`src/rtl/program_loader.sv`:
```
// Boot loader: receives a length-prefixed byte stream, packs it into 32-bit words,
// writes them to instruction memory and holds the core in reset until the image is complete.
module program_loader #(
   parameter int MAX_WORDS = 256,
   parameter int CNT_W     = 16
) (
   input  logic             clk,
   input  logic             rst,
   input  logic             start,
   input  logic [7:0]       byte_in,
   input  logic             byte_valid,
   output logic             byte_ready,
   output logic             im_we,
   output logic [31:0]      im_addr,
   output logic [31:0]      im_wdata,
   output logic             cpu_rst,
   output logic             done,
   output logic             error,
   output logic [CNT_W-1:0] words_loaded
);

   typedef enum logic [2:0] {
      S_IDLE,
      S_HDR_HI,
      S_HDR_LO,
      S_DATA,
      S_WRITE,
      S_DONE,
      S_ERROR
   } state_t;

   state_t           state;
   logic [7:0]       hdr_hi;
   logic [CNT_W-1:0] count;
   logic [31:0]      word;
   logic [1:0]       idx;

   logic             accept;
   logic [15:0]      hdr_val;
   logic             hdr_bad;
   logic [CNT_W-1:0] wl_next;

   assign accept  = byte_valid && byte_ready;
   assign hdr_val = {hdr_hi, byte_in};
   assign hdr_bad = (hdr_val == 16'd0) || (32'(hdr_val) > 32'(MAX_WORDS));
   assign wl_next = words_loaded + CNT_W'(1);

   // Outputs are registered together with the state so each one is a pure function of state.
   always_ff @(posedge clk or posedge rst) begin
      if (rst) begin
         state        <= S_IDLE;
         byte_ready   <= 1'b0;
         im_we        <= 1'b0;
         im_addr      <= '0;
         im_wdata     <= '0;
         cpu_rst      <= 1'b1;
         done         <= 1'b0;
         error        <= 1'b0;
         words_loaded <= '0;
         hdr_hi       <= '0;
         count        <= '0;
         word         <= '0;
         idx          <= '0;
      end else begin
         im_we <= 1'b0;
         case (state)
            S_IDLE, S_DONE, S_ERROR: begin
               if (start) begin
                  state        <= S_HDR_HI;
                  byte_ready   <= 1'b1;
                  cpu_rst      <= 1'b1;
                  done         <= 1'b0;
                  error        <= 1'b0;
                  words_loaded <= '0;
               end
            end
            S_HDR_HI: begin
               if (accept) begin
                  hdr_hi <= byte_in;
                  state  <= S_HDR_LO;
               end
            end
            S_HDR_LO: begin
               if (accept) begin
                  count <= CNT_W'(hdr_val);
                  if (hdr_bad) begin
                     state      <= S_ERROR;
                     byte_ready <= 1'b0;
                     error      <= 1'b1;
                  end else begin
                     state <= S_DATA;
                     idx   <= '0;
                  end
               end
            end
            S_DATA: begin
               if (accept) begin
                  word <= {word[23:0], byte_in};
                  idx  <= idx + 2'd1;
                  if (idx == 2'd3) begin
                     state      <= S_WRITE;
                     byte_ready <= 1'b0;
                     im_we      <= 1'b1;
                     im_wdata   <= {word[23:0], byte_in};
                     im_addr    <= 32'(words_loaded) << 2;
                  end
               end
            end
            S_WRITE: begin
               words_loaded <= wl_next;
               if (wl_next == count) begin
                  state   <= S_DONE;
                  done    <= 1'b1;
                  cpu_rst <= 1'b0;
               end else begin
                  state      <= S_DATA;
                  byte_ready <= 1'b1;
                  idx        <= '0;
               end
            end
            default: begin
               state      <= S_IDLE;
               byte_ready <= 1'b0;
               cpu_rst    <= 1'b1;
               done       <= 1'b0;
               error      <= 1'b0;
            end
         endcase
      end
   end

endmodule

```
`config.mk`:
```
export PLATFORM = sky130hd
export DESIGN_NAME = program_loader
export DESIGN_NICKNAME = d
export VERILOG_FILES = /design/src/rtl/program_loader.sv
export SDC_FILE = /design/constraint.sdc
export NUM_CORES = 1
export LEC_CHECK = 0
export CORE_MARGIN = 5
export CORE_UTILIZATION = 30
export CTS_CLUSTER_DIAMETER = 60
export DETAILED_ROUTE_END_ITERATION = 7
export RECOVER_POWER = 50
export SYNTH_ARGS = -nofsm -noshare
export SYNTH_HDL_FRONTEND = slang
export SYNTH_SLANG_ARGS = --single-unit
```
`constraint.sdc`:
```
create_clock -name clk -period 3.3 [get_ports clk]
set_input_delay 0.33 -clock clk [delete_from_list [all_inputs] [get_ports clk]]
set_output_delay 0.33 -clock clk [all_outputs]
set_load 0.02 [all_outputs]
```
Word-level counts from Yosys, hierarchy flattened

Index checks and enable logic that the tools add are counted.

Bits in registers: 122
Input port bits: 12
Output and inout port bits: 85
Logic and storage cells: 88

Add/subtract/negate cells: 2
Magnitude comparators: 1
Equality and inequality tests: 17
Mux-type cells: 33
Bitwise logic cells: 3
Reductions and logical operators: 19

Operator list:

| operator                                                       | number |
|---|---|
| case mux 16 bit (2 select lines)                               | 1 |
| two-way mux 3 bit                                              | 7 |
| != test 2 bit, second input constant                           | 9 |
| adder 16 x 1 -> 16 bit, second input constant                  | 1 |
| equality test 16 bit                                           | 1 |
| greater-than comparator 16 x 9 -> 1 bit, second input constant | 1 |
| zero test 16 bit                                               | 1 |
| two-way mux 16 bit                                             | 1 |
| case mux 3 bit (5 select lines)                                | 1 |
| two-way mux 1 bit                                              | 14 |
| AND reduction 5 bit                                            | 2 |
| equality test 3 bit, second input constant                     | 3 |
| case mux 1 bit (3 select lines)                                | 3 |
| OR reduction 3 bit                                             | 3 |
| two-way mux 2 bit                                              | 4 |
| AND reduction 2 bit                                            | 4 |
| AND reduction 7 bit                                            | 1 |
| equality test 3 x 2 -> 1 bit, second input constant            | 2 |
| case mux 2 bit (3 select lines)                                | 1 |
| AND reduction 3 bit                                            | 2 |
| case mux 1 bit (5 select lines)                                | 1 |
| AND reduction 4 bit                                            | 1 |
| equality test 3 x 1 -> 1 bit, second input constant            | 1 |
| zero test 3 bit                                                | 1 |
| other kinds (7)                                                | 9 |

Depth between registers and ports, before layout

Word-level depth: 5
Gate-level depth with buffers: 7

Worst setup path before layout

No wires, ideal clock.

Path kind: reg-to-reg
Start: register words_loaded[0]
End: register done
Library setup time: 0.068 ns
Arrival: 2.294 ns
Required time: 3.232 ns
Path slack: 0.938 ns
Cell stages (with the launch flop): 8
Buffers on the path: 0
Path through: dfrtp_1 > ha_1 > xor2_1 > a211oi_1 > nand3_1 > or4_4 > nor4_4 > a22o_1

Longest elaborated chain between the ends: 4

RTL lines:

| item                          | line | source |
|---|---|---|
| start, declared               | 19   | `output logic [CNT_W-1:0] words_loaded` |
| start signal, assigned        | 110  | `words_loaded <= wl_next;` |
| adder 16 x 1 -> 16 bit        | 46   | `assign wl_next = words_loaded + CNT_W'(1);` |
| equality test 16 bit          | 111  | `if (wl_next == count) begin` |
| != test 2 bit (no line)       | -    |  |
| AND reduction 3 bit (no line) | -    |  |
| end signal, assigned          | 57   | `done <= 1'b0;` |
| end signal, assigned          | 113  | `done <= 1'b1;` |
| end signal, assigned          | 125  | `done <= 1'b0;` |
| end, declared                 | 17   | `output logic done,` |

Every way passes these cells.
A chain may end at the register's enable or synchronous reset.

Worst setup path after layout

Start: register words_loaded[4]
End: register state[1]

Longest elaborated chain between the ends: 4

RTL lines:

| item                            | line | source |
|---|---|---|
| adder 16 x 1 -> 16 bit          | 46   |  |
| equality test 16 bit            | 111  |  |
| two-way mux 3 bit               | 111  |  |
| case mux 3 bit (5 select lines) | 66   | `case (state)` |
| end signal, assigned            | 51   | `state <= S_IDLE;` |
| end signal, assigned            | 69   | `state <= S_HDR_HI;` |
| end signal, assigned            | 112  | `state <= S_DONE;` |
| end, declared                   | 32   | `state_t state;` |

Every way passes these cells.

==> flow_summary.ini <==
[routing]
num_vias = 3904
drt-initial-drc-count = 249
wire_per_inst_um = 17.12
vias_per_cell = 4.929
drtPass1Iterations = 4
totalWireLength_um = 13560
route.detailed.drc = 0
drtAntennaViolNets = 0

[synth]
syn_area_um2 = 5690
synthTopCellsByArea = dfrtp_1, mux2_2, o21ai_0
synth_area_leader_cell = dfrtp_1
synth_enable_flop_cells = 0
post_synth.cell_area_avg_um2 = 12.26
synth_top_area_frac = 0.5321
ys_types = 61
netlist_instances = 464
yosysSeqAreaShare = 0.5367
ys_seq_elements = 122
synth_warnings = 0
synth-main-ff-cell = dfrtp_1
synth-async-reset-ratio = 1.000

[worst_setup_path]
reg2reg_slack_ns = 0.70
cp_slowest_stage_delay_ns = 0.56
arrival_ns = 2.86
crit_type = reg2reg
cp.buffers_inverters = 0
worstPathRequired_ns = 3.55
r2r_end = state[1]$_DFFE_PP0P_
reg2regPathDepth = 6
startpoint_type = flop
cp_max_fo = 12
crit_chain = nand3_1, nor2_2, a21oi_1, or4_4, nor4_4, o22ai_1
cp-end-kind = flop
cpLargestDelayFamily = simple AND/OR/NAND/NOR gates
worstReg2RegStart = words_loaded[4]$_DFFE_PP0P_
slowest_stage = or4_4

[floorplan]
floorplan.die.width_um = 147.7
dieArea_um2 = 21820
io_pins = 97
core-area_um2 = 18710
initial_core_util = 0.3042
die-height_um = 147.7
num_rows = 50

[power]
pwr-share-clk = 0.365
p_int_mw = 3.628
power_density_nw_per_um2 = 720.3
seqPwrFrac = 0.412
power_switching_mw = 1.643
total_leakage_power_nw = 3.380
switching_share = 0.3117
irDropWorstVdd_mv = 0.5197
p_comb_frac = 0.223

[placed_design]
gp_congestion = 0.8488
numPortBuffers = 80
dp.cells = 760
hpwl_um = 9711

[clock_tree]
cts-hold-fix-buffers = 0
cts_setup_buffers = 0
cts_max_level = 4
cts_tree = done
clk_pin_slew_ns = 0.06
clockRootBuffer = clkbuf_16
clockBufferDepth = 2
clock-sinks = 122
cts_made_buffers = 17
clk_latency_ns = 0.41
cts_resized = 0

[sta]
final_hold_viol_count = 0
fmax_mhz = 383.9
worst_pin_slew_ns = 1.486
clock_skew_ns = 0.006870
setup_viol_count_final = 0
rsz0062_at_grt = false
tns_ns = 0
fin_crit_ns = 2.605
relSlewSlack = 0.009454
drv_slew = 0
fin_crit_sh = 0.7893

[global_route]
grt_overflow_total = 0
grt_pass1_wl_um = 22540
antenna_found_initial = 0
grt_pass1_vias = 3955
grt_usage = 0.1307
grt_max_degree = 95

[worst_hold_path]
hold_end = error$_DFFE_PP0P_
hold_class = reg2reg
holdCritStartpoint = error$_DFFE_PP0P_
hold_depth = 1

[cells_and_area]
finalNonFillerCells = 792
area_growth_pct = 28.61
antenna_cells = 0
drive_gt1_frac = 0.2670
final_util = 0.3912
fin_nets = 559

[status]
outcome = finished clean

[flow_run]
maxCapViolations = 0
[state kept, by name, indices dropped and copies added, names as in the netlist]
signal	cells
byte_ready	1
count	16
cpu_rst	1
done	1
error	1
hdr_hi	8
idx	2
im_addr	16
im_wdata	32
im_we	1
state	3
word	24
words_loaded	16
[placed cells by master (no fill, tap or decap), types with 4 or more instances in the layout]
cell type / n
o21a_1: 4
xor2_1: 8
o31ai_1: 6
nand2_1: 21
nor2_1: 16
a21oi_1: 11
nand3_1: 8
mux2_2: 97
xnor2_1: 12
o21ai_0: 28
nand4_1: 4
buf_4: 6
dlygate4sd3_1: 35
and3_1: 4
dfrtp_1: 121
nor3_1: 9
nor2b_1: 7
inv_1: 5
clkbuf_16: 17
conb_1: 16
inv_6: 6
clkdlybuf4s50_1: 45
[worst max path at each step]
| stage | slack [ns] | cells after the start | from | to |
|---|---|---|---|---|
| global placement | 0.61 | 7 | byte_in[7] | idx[1]$_DFFE_PP0P_ |
| finish | 0.70 | 6 | words_loaded[4]$_DFFE_PP0P_ | state[1]$_DFFE_PP0P_ |
| global route | 0.48 | 6 | words_loaded[8]$_DFFE_PP0P_ | state[1]$_DFFE_PP0P_ |
| floorplan | 0.94 | 7 | words_loaded[0]$_DFFE_PP0P_ | done$_DFFE_PP0P_ |
| CTS | 0.72 | 6 | words_loaded[3]$_DFFE_PP0P_ | state[1]$_DFFE_PP0P_ |
| detailed placement | 0.59 | 7 | byte_in[7] | idx[1]$_DFFE_PP0P_ |
[cell usage after synthesis, types with 3 or more instances]
master,n
nor4_1,3
o21ai_0,28
a21oi_1,11
xor2_1,8
and3_1,4
nand2b_1,3
buf_4,18
nand2_1,22
dfrtp_1,121
a31oi_1,3
o2111ai_1,3
buf_2,8
nand3_1,8
nor2b_1,7
inv_1,6
o21a_1,4
xnor2_1,12
nand4_1,4
o31ai_1,6
clkbuf_1,14
mux2_2,97
o21ai_1,3
and4_1,3
nor2_1,16
nor3_1,9
[routing by layer]
metal	vias up	wire, um	global-route usage
li1	1823	-	-
met1	1934	6151	0.1776
met4	0	227	0.04520
met2	132	6091	0.1943
met3	15	1089	0.04568
met5	-	0	0
[cell families after synthesis]
logic type / Yosys count / synth area share
mux: 97 / 0.1920
flops: 122 / 0.5367
compound gates: 78 / 0.08883
buf+inv: 48 / 0.04530
fa+ha+maj: 3 / 0.006156
xor+xnor: 22 / 0.03760
simple gates: 93 / 0.09279
other cells: 1 / 0.0006590
[cell type report]
class / count / area, um^2
clock buffers: 18 / 429.2
multi-input cells: 309 / 2444
clock inverters: 14 / 185.2
well taps: 234 / 292.8
flip-flops and latches: 122 / 3054
fillers: 1759 / 11390
repair buffers: 89 / 889.6
inverters: 6 / 23.77
[stage by stage]
step | setup WS (ns) | area [um^2] | power (mW) | hold slack [ns]
finish | 0.6953 | 7318 | 5.272 | 0.4895
detailed placement | 0.5857 | 6710 | 3.389 | 0.4930
CTS | 0.7176 | 7325 | 5.362 | 0.3810
floorplan | 0.9382 | 5751 | 2.975 | 0.4767
global route | 0.4794 | 7318 | 5.589 | 0.5069
global placement | 0.6119 | 6710 | 3.355 | 0.4844
[worst reg2reg max path: cells and delay by family, from the launching register on]
family | cells | cell delay (ns)
DFF | 1 | 0.55
and+or+nand+nor | 4 | 1.61
AOI/OAI and AO/OA | 2 | 0.29
[power by group through the flow]
stage               logic (mW)  registers, mW  clock network, mW
finish                    1.18           2.17               1.93
global route              1.31           2.23               2.06
CTS                       1.20           2.18               1.98
detailed placement        1.19           2.20                  0
global placement          1.17           2.19                  0
floorplan                0.896           2.08                  0
(Power assumes the default switching activity.)
